==> src/rtl/stack_unit_pkg.sv <==
// Shared sizing constants for the return-address stack.
// The count is one bit wider than the address so that a full stack can be told apart from an empty one.
package stack_unit_pkg;
    localparam int STACK_DEPTH = 16;
    localparam int STACK_WIDTH = 8;
    localparam int STACK_CNT_W = $clog2(STACK_DEPTH) + 1;
endpackage

==> src/rtl/stack_unit_if.sv <==
// Control and status bundle between the program counter (master) and stack_unit (slave).
interface stack_unit_if
    import stack_unit_pkg::*;
#(
    parameter int DEPTH = STACK_DEPTH,
    parameter int WIDTH = STACK_WIDTH
);
    localparam int CW = $clog2(DEPTH) + 1;

    logic             push_stack;
    logic [WIDTH-1:0] stack_in;
    logic             pop_1_stack;
    logic             pop_2_stack;
    logic             err_clear;
    logic [WIDTH-1:0] stack_out;
    logic             empty;
    logic             full;
    logic [CW-1:0]    count;
    logic             overflow;
    logic             underflow;
    logic             proto_err;

    modport master (
        output push_stack, stack_in, pop_1_stack, pop_2_stack, err_clear,
        input  stack_out, empty, full, count, overflow, underflow, proto_err
    );

    modport slave (
        input  push_stack, stack_in, pop_1_stack, pop_2_stack, err_clear,
        output stack_out, empty, full, count, overflow, underflow, proto_err
    );
endinterface

==> src/rtl/stack_ram.sv <==
// Stack storage: one synchronous write port, one asynchronous read port, contents not reset.
// Latency: write visible on the read port the cycle after the edge; read is combinational.
// Backpressure: none, every write request is accepted.
module stack_ram #(
    parameter int DEPTH = 16,
    parameter int WIDTH = 8
) (
    input  logic                     clock,
    input  logic                     we,
    input  logic [$clog2(DEPTH)-1:0] waddr,
    input  logic [WIDTH-1:0]         wdata,
    input  logic [$clog2(DEPTH)-1:0] raddr,
    output logic [WIDTH-1:0]         rdata
);
    logic [WIDTH-1:0] mem [DEPTH];

    always_ff @(posedge clock) begin
        if (we) begin
            mem[waddr] <= wdata;
        end
    end

    assign rdata = mem[raddr];
endmodule

==> src/rtl/stack_unit.sv <==
// Return-address stack with push/pop, saturating count and sticky error flags.
// Latency: stack_out is combinational from storage; a push or pop is reflected after the next edge.
// Backpressure: none; a push when full or a pop when empty is dropped and flagged.
module stack_unit
    import stack_unit_pkg::*;
#(
    parameter int DEPTH = STACK_DEPTH,
    parameter int WIDTH = STACK_WIDTH
) (
    input  logic         clock,
    input  logic         reset,
    stack_unit_if.slave  bus
);
    localparam int AW = $clog2(DEPTH);
    localparam int CW = AW + 1;

    logic [CW-1:0]    count_q;
    logic [CW-1:0]    count_nxt;
    logic             overflow_q;
    logic             underflow_q;
    logic             proto_err_q;
    logic             pop;
    logic             is_empty;
    logic             is_full;
    logic             we;
    logic [AW-1:0]    waddr;
    logic [AW-1:0]    raddr;
    logic [WIDTH-1:0] rdata;
    logic             overflow_ev;
    logic             underflow_ev;
    logic             proto_err_ev;

    always_comb begin
        pop          = bus.pop_1_stack | bus.pop_2_stack;
        is_empty     = (count_q == '0);
        is_full      = (count_q == CW'(DEPTH));
        raddr        = AW'(count_q - CW'(1));
        waddr        = count_q[AW-1:0];
        we           = 1'b0;
        count_nxt    = count_q;
        overflow_ev  = 1'b0;
        underflow_ev = 1'b0;
        proto_err_ev = bus.pop_1_stack & bus.pop_2_stack;

        // Push together with a pop replaces the top entry in place.
        if (bus.push_stack && pop && !is_empty) begin
            we    = 1'b1;
            waddr = raddr;
        end else if (bus.push_stack) begin
            if (is_full) begin
                overflow_ev = 1'b1;
            end else begin
                we        = 1'b1;
                count_nxt = count_q + CW'(1);
            end
        end else if (pop) begin
            if (is_empty) begin
                underflow_ev = 1'b1;
            end else begin
                count_nxt = count_q - CW'(1);
            end
        end
    end

    always_ff @(posedge clock or posedge reset) begin
        if (reset) begin
            count_q     <= '0;
            overflow_q  <= 1'b0;
            underflow_q <= 1'b0;
            proto_err_q <= 1'b0;
        end else begin
            count_q     <= count_nxt;
            // A new error event in the clearing cycle keeps its flag set.
            overflow_q  <= overflow_ev  | (overflow_q  & ~bus.err_clear);
            underflow_q <= underflow_ev | (underflow_q & ~bus.err_clear);
            proto_err_q <= proto_err_ev | (proto_err_q & ~bus.err_clear);
        end
    end

    stack_ram #(
        .DEPTH (DEPTH),
        .WIDTH (WIDTH)
    ) u_ram (
        .clock (clock),
        .we    (we),
        .waddr (waddr),
        .wdata (bus.stack_in),
        .raddr (raddr),
        .rdata (rdata)
    );

    assign bus.stack_out = is_empty ? '0 : rdata;
    assign bus.empty     = is_empty;
    assign bus.full      = is_full;
    assign bus.count     = count_q;
    assign bus.overflow  = overflow_q;
    assign bus.underflow = underflow_q;
    assign bus.proto_err = proto_err_q;
endmodule
==> src/flat_wrapper.sv <==
// flat-port wrapper written by rule: the top's interface ports become plain ports
module stack_unit_flat import stack_unit_pkg::*;
#(
    parameter int DEPTH = STACK_DEPTH,
    parameter int WIDTH = STACK_WIDTH
)
  (clock, reset, bus_push_stack, bus_stack_in, bus_pop_1_stack, bus_pop_2_stack, bus_err_clear, bus_stack_out, bus_empty, bus_full, bus_count, bus_overflow, bus_underflow, bus_proto_err);
  stack_unit_if #(.DEPTH(DEPTH), .WIDTH(WIDTH)) bus_i ();
  input  logic clock;
  input  logic reset;
  input wire logic [$bits(bus_i.push_stack)-1:0] bus_push_stack;
  input wire logic [$bits(bus_i.stack_in)-1:0] bus_stack_in;
  input wire logic [$bits(bus_i.pop_1_stack)-1:0] bus_pop_1_stack;
  input wire logic [$bits(bus_i.pop_2_stack)-1:0] bus_pop_2_stack;
  input wire logic [$bits(bus_i.err_clear)-1:0] bus_err_clear;
  output wire logic [$bits(bus_i.stack_out)-1:0] bus_stack_out;
  output wire logic [$bits(bus_i.empty)-1:0] bus_empty;
  output wire logic [$bits(bus_i.full)-1:0] bus_full;
  output wire logic [$bits(bus_i.count)-1:0] bus_count;
  output wire logic [$bits(bus_i.overflow)-1:0] bus_overflow;
  output wire logic [$bits(bus_i.underflow)-1:0] bus_underflow;
  output wire logic [$bits(bus_i.proto_err)-1:0] bus_proto_err;
  assign bus_i.push_stack = bus_push_stack;
  assign bus_i.stack_in = bus_stack_in;
  assign bus_i.pop_1_stack = bus_pop_1_stack;
  assign bus_i.pop_2_stack = bus_pop_2_stack;
  assign bus_i.err_clear = bus_err_clear;
  assign bus_stack_out = bus_i.stack_out;
  assign bus_empty = bus_i.empty;
  assign bus_full = bus_i.full;
  assign bus_count = bus_i.count;
  assign bus_overflow = bus_i.overflow;
  assign bus_underflow = bus_i.underflow;
  assign bus_proto_err = bus_i.proto_err;
  stack_unit #(.DEPTH(DEPTH), .WIDTH(WIDTH)) u_core (.clock(clock), .reset(reset), .bus(bus_i));
endmodule
==> config.mk <==
export PLATFORM = sky130hd
export DESIGN_NAME = stack_unit_flat
export DESIGN_NICKNAME = d
export VERILOG_FILES = /design/src/rtl/stack_unit_pkg.sv /design/src/rtl/stack_unit_if.sv /design/src/rtl/stack_ram.sv /design/src/rtl/stack_unit.sv /design/src/flat_wrapper.sv
export SDC_FILE = /design/constraint.sdc
export NUM_CORES = 1
export LEC_CHECK = 0
export BUFFER_PORTS_ARGS = -buffer_cell sky130_fd_sc_hd__buf_4
export CORE_ASPECT_RATIO = 0.9
export CORE_MARGIN = 10
export CORE_UTILIZATION = 35
export DETAILED_ROUTE_END_ITERATION = 7
export PLACE_DENSITY = 0.5
export SETUP_SLACK_MARGIN = 0.5
export SYNTH_ARGS = -nofsm -noshare
export SYNTH_HDL_FRONTEND = slang
export SYNTH_SLANG_ARGS = --single-unit
==> constraint.sdc <==
create_clock -name clock -period 2.72 [get_ports clock]
set_clock_uncertainty 0.1 [all_clocks]
set_input_delay 0.544 -clock clock [delete_from_list [all_inputs] [get_ports clock]]
set_output_delay 0.544 -clock clock [all_outputs]
set_load 0.01 [all_outputs]
==> results of run 1 <==
==> worst max-delay path: stages, from the launching register on <==
cell and delay, ps:
dfrtp_2 440, buf_12 150, nor3_4 160, buf_6 140
xnor2_4 130, buf_12 180, buf_12 160, mux2i_4 260
o22ai_4 110, buf_6 130
==> state kept, by name, summed over array words and instances (netlist names) <==
| signal | cells |
|---|---|
| u_core.bus.underflow | 1 |
| u_core.bus.proto_err | 1 |
| u_core.bus.overflow | 1 |
| u_core.u_ram.mem | 128 |
| u_core.bus.count | 5 |
==> timing repair <==
action / CTS / global route
pin swaps: 24 / 28
cloned: 1 / 0
resized for setup: 52 / 31
setup endpoints to repair: 138 / 143
hold buffers: 1 / 0
endpoints found under the hold margin: 8 / 0
buffers inserted: 28 / 7
==> cells by family after synthesis <==
| logic type | share of synthesized area [%] |
|---|---|
| muxes | 15.9 |
| buffers and inverters | 2.43 |
| DFF | 71.5 |
| and+or+nand+nor | 3.21 |
| xor gates and xnor gates | 1.08 |
| AOI/OAI and AO/OA | 5.24 |
| adders and majority gates | 0.663 |
==> layout make-up <==
class                           instances  area share (%)
Clock inverter                         12            1.57
Clock buffer                           19            5.28
Inverter                               10           0.595
Sequential cell                       136            49.4
Timing Repair Buffer                  105            15.5
Tap cell                              207            3.16
Multi-Input combinational cell        135            24.5
==> synth_stat cells (2+ instances only) <==
cell,instances
edfxtp_1,128
mux4_2,32
mux2i_1,18
a21oi_1,11
nor2_1,11
inv_1,10
dfrtp_1,8
o22ai_1,8
nand2_1,6
buf_2,5
clkbuf_1,4
xnor2_1,4
a211oi_1,3
buf_6,3
ha_1,3
nor3_1,3
nor4_1,3
o21ai_0,3
o21ai_1,3
xor2_1,3
a211oi_2,2
and4_2,2
buf_4,2
nand3_1,2
nand4_1,2
or2_2,2
==> stage by stage <==
step / cells / utilization (%) / TNS (ps) / total power [mW]
after detailed placement: 556 / 42.3 / 0 / 7.00
after global placement: 556 / 42.3 / 0 / 7.00
after CTS: 617 / 49.6 / -1870 / 10.3
final: 624 / 51.2 / -2560 / 10.8
after floorplan: 297 / - / 0 / 5.34
after global routing: 624 / 51.2 / -9360 / 11.3
==> per-layer routing <==
| metal | GRT usage (%) | share of wire (%) |
|---|---|---|
| met5 | 0 | 0 |
| met4 | 4.47 | 1.2 |
| met3 | 3.07 | 3.0 |
| met2 | 21.0 | 50 |
| met1 | 17.5 | 46 |
==> final timing paths <==
kind	from	end	cells past startpoint
hold / removal	bus_err_clear	u_core.bus.underflow$_DFF_PP0_	2
hold reg to reg	u_core.bus.proto_err$_DFF_PP0_	u_core.bus.proto_err$_DFF_PP0_	2
setup / recovery	u_core.bus.count[0]$_DFFE_PP0P_	bus_stack_out[0]	9
min in group asynchronous	reset	u_core.bus.count[3]$_DFFE_PP0P_	3
setup reg to reg	u_core.bus.count[0]$_DFFE_PP0P_	u_core.u_ram.mem[1][1]$_DFFE_PP_	11
max in group asynchronous	reset	u_core.bus.count[0]$_DFFE_PP0P_	3
==> power groups by stage <==
stage	Clock, mW	Combinational (mW)	Sequential [mW]
finish	2.19	5.90	2.69
global route	2.33	6.23	2.71
CTS	2.24	5.36	2.68
detailed placement	0	4.27	2.73
global placement	0	4.29	2.71
floorplan	0	2.60	2.74
==> cell usage in the layout (no fill, tap or decap), drive strengths merged, types with 5 or more instances in the layout <==
cell / Yosys / routed
nor2: 11 / 11
inv: 10 / 10
mux4: 32 / 32
edfxtp: 128 / 128
clkbuf: 5 / 19
a211oi: 5 / 5
mux2i: 18 / 18
dfrtp: 8 / 8
buf: 11 / 104
nand2: 6 / 6
a21oi: 12 / 12
clkinv: 0 / 5
o21ai: 7 / 7
o22ai: 8 / 8
clkinvlp: 0 / 5
==> reports/results.txt, run 1 <==
The top cell type's share of synthesized area is 67.9%. Yosys mapped the design onto 42 distinct sky130hd cell types. Measured along the y axis, the die boundary spans 141 um. The number of storage elements in the synthesis netlist came out at 136. Register-to-register setup slack: -50 ps. The category of the critical setup timing path is reg -> out. After floorplanning, the core was divided into 44 placement rows. The tools report the clock network latency to the later pin of the worst-skew pair as 420 ps.

The H-tree was split into 4 levels. The tools report the net switching power figure as 3.70 mW. Routability congestion estimate from global placement: 0.780. The clock net in this run drives a total of 136 sinks. The first global-routing pass estimated 21200 um of wire. The effective utilization at floorplan came out at 35.3%. The logs give 4050 sq um for the sequential standard cell area and 0 for the number of routed nets with antenna violations. Averaged over all synthesized cells, the footprint is 19.1 sq um.

The internal portion of the total power is 7.07 mW. The worst hold path belongs to the class in -> reg. At the worst endpoint, the required time is 2080 ps. Yosys mapped a number of flops with a built-in enable equal to 128. Measured against its own limit, the worst slew margin works out to 70.6%. The checks that failed: negative setup slack.

Setup violations remaining at the end of the flow were counted as 45. The areal power density over the cells was 1310 nW/um^2. The number of pins exceeding their max-slew limit in the final report is 0.

The floorplan die width works out to 154 um. The count of final hold-check violations is 0, and the ratio of cells with drive above 1 in the final layout is 55.9%. For the pin with the worst max-slew slack, the measured transition is 441 ps.

The run gives 0 as the number of max-cap violations. The antenna diode instance count was 0. 32 I/O pins were placed. The worst setup path is captured at a primary output.

The post-layout net count is 422, and the Yosys warning count is 0. The count of filler cells inserted in the layout was 1243. The remaining global-route overflow is 0, and the post-place instance area is 6770 sq um. Setup repair after global routing could not meet its margin everywhere.

Per report_power, the combinational group accounts for 54.7% of the total. The launching element type of the critical path was a flop. The post-synthesis to final-layout area growth is 44.8%, and the number of DRC markers after the initial detailed-route iteration is 169.

The tools report the initial antenna violation count as 0. The multi-input combinational cells in the finished layout cover a total of 2010 sq um. In this run the worst path has a maximum fanout of 8. Before CTS, the worst setup slack after placement is 56.2 ps. For the synthesized netlist net count, the log shows 314.

The logs give 4 for the number of detailed-routing iterations run before antenna repair and 16000 sq um for the area of the core. The tools report the number of global-route vias before repair as 3395. The die covers 21700 sq um.

For the number of standard cells after synthesis, the log shows 297. TritonCTS built the clock tree. The largest total area in the synthesized netlist belongs to edfxtp_1.

For the DRC violations left, the log shows 0. The worst hold margin was 227 ps; the share of synthesized area occupied by flip-flops and latches was 71.5%. Net switching is 34.4% of the power.

Using the TritonRoute via totals, the vias-per-cell ratio works out to 5.13. The root buffer cell is clkbuf_16. Based on the critical path, the design can be clocked at up to 341 MHz. The share of synthesized registers carrying an async set or reset is 5.88%.

The clock transition at the register clock pins on the worst setup and hold paths after CTS is 60 ps. Primary flip-flop cell chosen by synthesis mapping: edfxtp_1. The HPWL reported at the end of detailed placement is 8500 um. The clock passes through at most 2 buffers.

After routing the design area is 8200 sq um. After detailed routing, the total wire length is 14000 um. The flow ran to the end, but the final reports show violations.

Per report_power, the sequential group accounts for 24.9% of the total. After synthesis, the cell types taking the most area are edfxtp_1, mux4_2, dfrtp_1, mux2i_1, a21oi_1. The wire length per cell is 22.5 um, and the cell leakage power is 2.74 nW. The post-synthesis cell area is 5660 sq um, and the worst endpoint data arrival time is 2290 ps. During placement, the flow inserted port buffers numbering 31.

The clock buffer count from CTS came out at 17. The clock network accounts for 20.3% of the total power. For this block, the via count after detailed routing is 3200. The maximum number of pins on one net before global-route repair came out at 17. The post-route fraction of the period consumed by the critical path is 108%. The run gives 13.2% as the total global-route track usage. The worst path setup slack after routing is -214 ps, and the final period demand of the worst path is 2930 ps. IR analysis of the VDD net gives a maximum drop of 552 uV.
No activity file was read; power rests on OpenSTA's default activity.
==> run 2: changes to the inputs <==
==> constraint.sdc (replaced) <==
create_clock -name clock -period 2.72 [get_ports clock]
set_clock_uncertainty 0.1 [all_clocks]
set_input_delay 0.272 -clock clock [delete_from_list [all_inputs] [get_ports clock]]
set_output_delay 0.272 -clock clock [all_outputs]
set_load 0.01 [all_outputs]
==> run 2 against run 1 <==
  * The run now ends clean
  * Power down 4.5%
  * Critical path depth down 3
  * Setup slack better by 220 ps
  * Sequential share of layout area up 1.3 points
  * Design area down 2.5%
  * Fmax up 8.3%
  * Via count up 0.47%
  * Global-route usage up 0.55 points
  * First-iteration DRC count up 53%
  * Wire length up 4.9%
  * Sequential cell count unchanged
==> reports/results.txt, run 2 (synthesized netlist as in run 1, its figures left out) <==
The register with the most flip-flops in the layout has 128 of them. The logs give 0 for the count of final hold-check violations and 1278 for the count of filler cells inserted in the layout. From left edge to right edge, the die measures 154 um.

The internal portion of the total power is 6.59 mW. In this run the worst hold path is classified as in -> reg. After detailed routing, the number of remaining DRC violations is 0. The wire length per cell came out at 23.8 um. The slowest stage of the critical path belongs to the cell dfrtp_2. For the initial antenna violation count, the log shows 0. The areal power density over the cells is 1290 nW/um^2, and the clock sink count is 136. For the number of pins exceeding their max-slew limit in the final report, the log shows 0. The die span in y is 141 um, and the HPWL reported at the end of detailed placement is 8420 um. Across the run, the number of max-cap violations was 0. The count of nets left with antenna violations once routing finished came out at 0. The kind of cell with the highest combined delay on the critical path was flip-flops. The floorplan step defined a core boundary enclosing 16000 sq um.

Data on the critical path arrives at its endpoint at 2340 ps. Prior to clock tree synthesis, the placed netlist has a worst setup slack of 63.9 ps. The sequential standard cell area is 4050 sq um, and the total wire length is 14700 um.

The number of buffers added on ports works out to 31. The register with the most flip-flops in the final layout is u_core.u_ram.mem. The global-route wire length before repair is 21900 um. For this block, the initial DRC count from the detailed router was 258. The worst slew margin relative to its limit was 68.8%; the full die area was 21700 sq um.

The run gives 44 as the number of cell rows. The worst setup path is launched from a flop. The number of antenna diodes in the final layout is 0.

Of the total power, registers draw 26.5%. Setup repair after global routing could not meet its margin everywhere. For the final routed database, the setup TNS stands at 0 ps. In the finished design, the share of the clock period the worst path needs comes to 99.6%. STA puts the critical path data required time at 2350 ps.

On the final layout, the worst hold slack is 95.7 ps. The area growth from synthesis to layout is 41.2%. The most common cell after layout, fill and taps aside was edfxtp_1. Of the total power, the clock network draws 20.3%. The maximum number of pins on one net before global-route repair was 19; the largest incremental delay on the critical path was 490 ps. The effective utilization at floorplan was 35.3%. In this run the clock root is driven by a clkbuf_16. Walking the worst path, the cells encountered are nor3_4 -> xnor2_2 -> buf_12 -> mux2i_1 -> o22ai_2 -> buf_4. The number of I/O pins is 32. In the layout the commonest cells are edfxtp_1, buf_4, mux4_2, clkbuf_16, buf_6.

The flow ran to the end, and the final reports show no timing, DRC or antenna violations. Using the TritonRoute via totals, the vias-per-cell ratio works out to 5.20. Ratio of cells with drive above 1 in the final layout: 54.0%. VDD sags by at most 682 uV. Clock-pin slew was measured on the worst setup and hold paths at 60 ps.

At the later pin of the worst-skew pair, clock insertion delay measures 410 ps. Deepest clock path buffer count: 2. The pre-antenna-repair detailed-routing pass consisted of 4 iterations. For the finished layout, the period the worst path requires is 2710 ps. In this run the power spent charging and discharging nets is 3.69 mW. CTS built an H-tree with a depth of 4. The total area of multi-input combinational cells was 1970 sq um. Based on the critical path, the design can be clocked at up to 369 MHz.

Across all layers, the routed design uses 3215 vias. The analysis attributes to cell leakage a power of 2.67 nW. STA classifies the critical path endpoint as a primary output.

The final layout contains 415 nets. TritonCTS built the clock tree. The maximum fanout along the worst path is 16. The category of the critical setup timing path was reg -> out. Global routing used 13.8% of the available tracks across all layers. The power share of the combinational group is 53.3%, and the switching fraction of total power is 35.9%. Global routing finished with a remaining overflow of 0.

Setup slack on the critical path of the routed design comes to 10.2 ps. Counting both buffers and inverters, the worst setup path holds a total of 2. Clock tree synthesis inserted a total of 17 buffers. The routability congestion estimate from global placement is 0.799, and the number of global-route vias before repair is 3347. For the pin with the worst max-slew slack, the measured transition is 468 ps. Setup violations remaining at the end of the flow were counted as 0.
[run 2: cell types whose count changed in the layout (fill, tap and decap cells not counted), sizes merged]
cell / change
dlygate4sd3: +3
clkinv: +5
bufinv: -1
or4b: +1
clkinvlp: -2
buf: -12
[run 2: worst paths after layout]
path / slack [ps] / start / depth (start not counted) / endpoint
max: 10 / u_core.bus.count[0]$_DFFE_PP0P_ / 6 / bus_stack_out[6]
min: 100 / bus_stack_in[6] / 1 / u_core.u_ram.mem[4][6]$_DFFE_PP_
max reg2reg: 80 / u_core.bus.count[0]$_DFFE_PP0P_ / 10 / u_core.u_ram.mem[10][4]$_DFFE_PP_
min reg2reg: 440 / u_core.bus.proto_err$_DFF_PP0_ / 2 / u_core.bus.proto_err$_DFF_PP0_
max in group asynchronous: 1980 / reset / 3 / u_core.bus.count[1]$_DFFE_PP0P_
min in group asynchronous: 270 / reset / 3 / u_core.bus.count[2]$_DFFE_PP0P_
[run 2: what timing repair did]
action	in CTS	in global routing
setup buffers	37	7
cloned	4	1
resized for setup	53	19
hold buffers	4	0
endpoints found under the setup margin	139	142
endpoints found under the hold margin	11	0
pin swaps	25	21
[run 2: worst reg2reg max path: stages, from the launching register on]
cell        delay, ps
dfrtp_2           490
inv_8              90
ha_4              150
or4b_4            550
buf_6             170
clkinvlp_4        180
nor4_4             80
o21ai_2           230
buf_6             170
a21oi_4            40
buf_12            150
[run 2: power by group through the flow]
| stage | Sequential, mW | Clock (mW) | Combinational, mW |
|---|---|---|---|
| 4_1_cts | 2.71 | 2.12 | 5.25 |
| 2_1_floorplan | 2.74 | 0 | 2.54 |
| 3_3_place_gp | 2.74 | 0 | 3.87 |
| 3_5_place_dp | 2.74 | 0 | 3.88 |
| 6_report | 2.72 | 2.08 | 5.48 |
| 5_1_grt | 2.74 | 2.22 | 5.77 |
[run 2: final cells by class]
cell class                 instances  share of cell area (%)
clock buffer                      18                    5.37
clock inverter                    14                    1.36
inverter                          10                   0.611
multi-input combinational        136                    24.6
sequential                       136                    50.6
tap                              207                    3.24
timing repair buffer              97                    14.2
[run 2: stage by stage]
stage	util [%]	power, mW	instances	area [sq um]
finish	49.9	10.3	618	7990
global route	49.9	10.7	618	7990
CTS	48.8	10.1	610	7820
detailed placement	40.1	6.62	533	6420
global placement	40.1	6.61	533	6420
floorplan	-	5.27	297	5930
[run 2: metal layers]
| metal | up-vias | routed length [um] | track usage [%] |
|---|---|---|---|
| li1 | 1432 | - | - |
| met1 | 1695 | 6480 | 17.6 |
| met2 | 70 | 7320 | 22.0 |
| met3 | 18 | 699 | 3.83 |
| met4 | 0 | 214 | 4.62 |
| met5 | - | 0 | 0 |
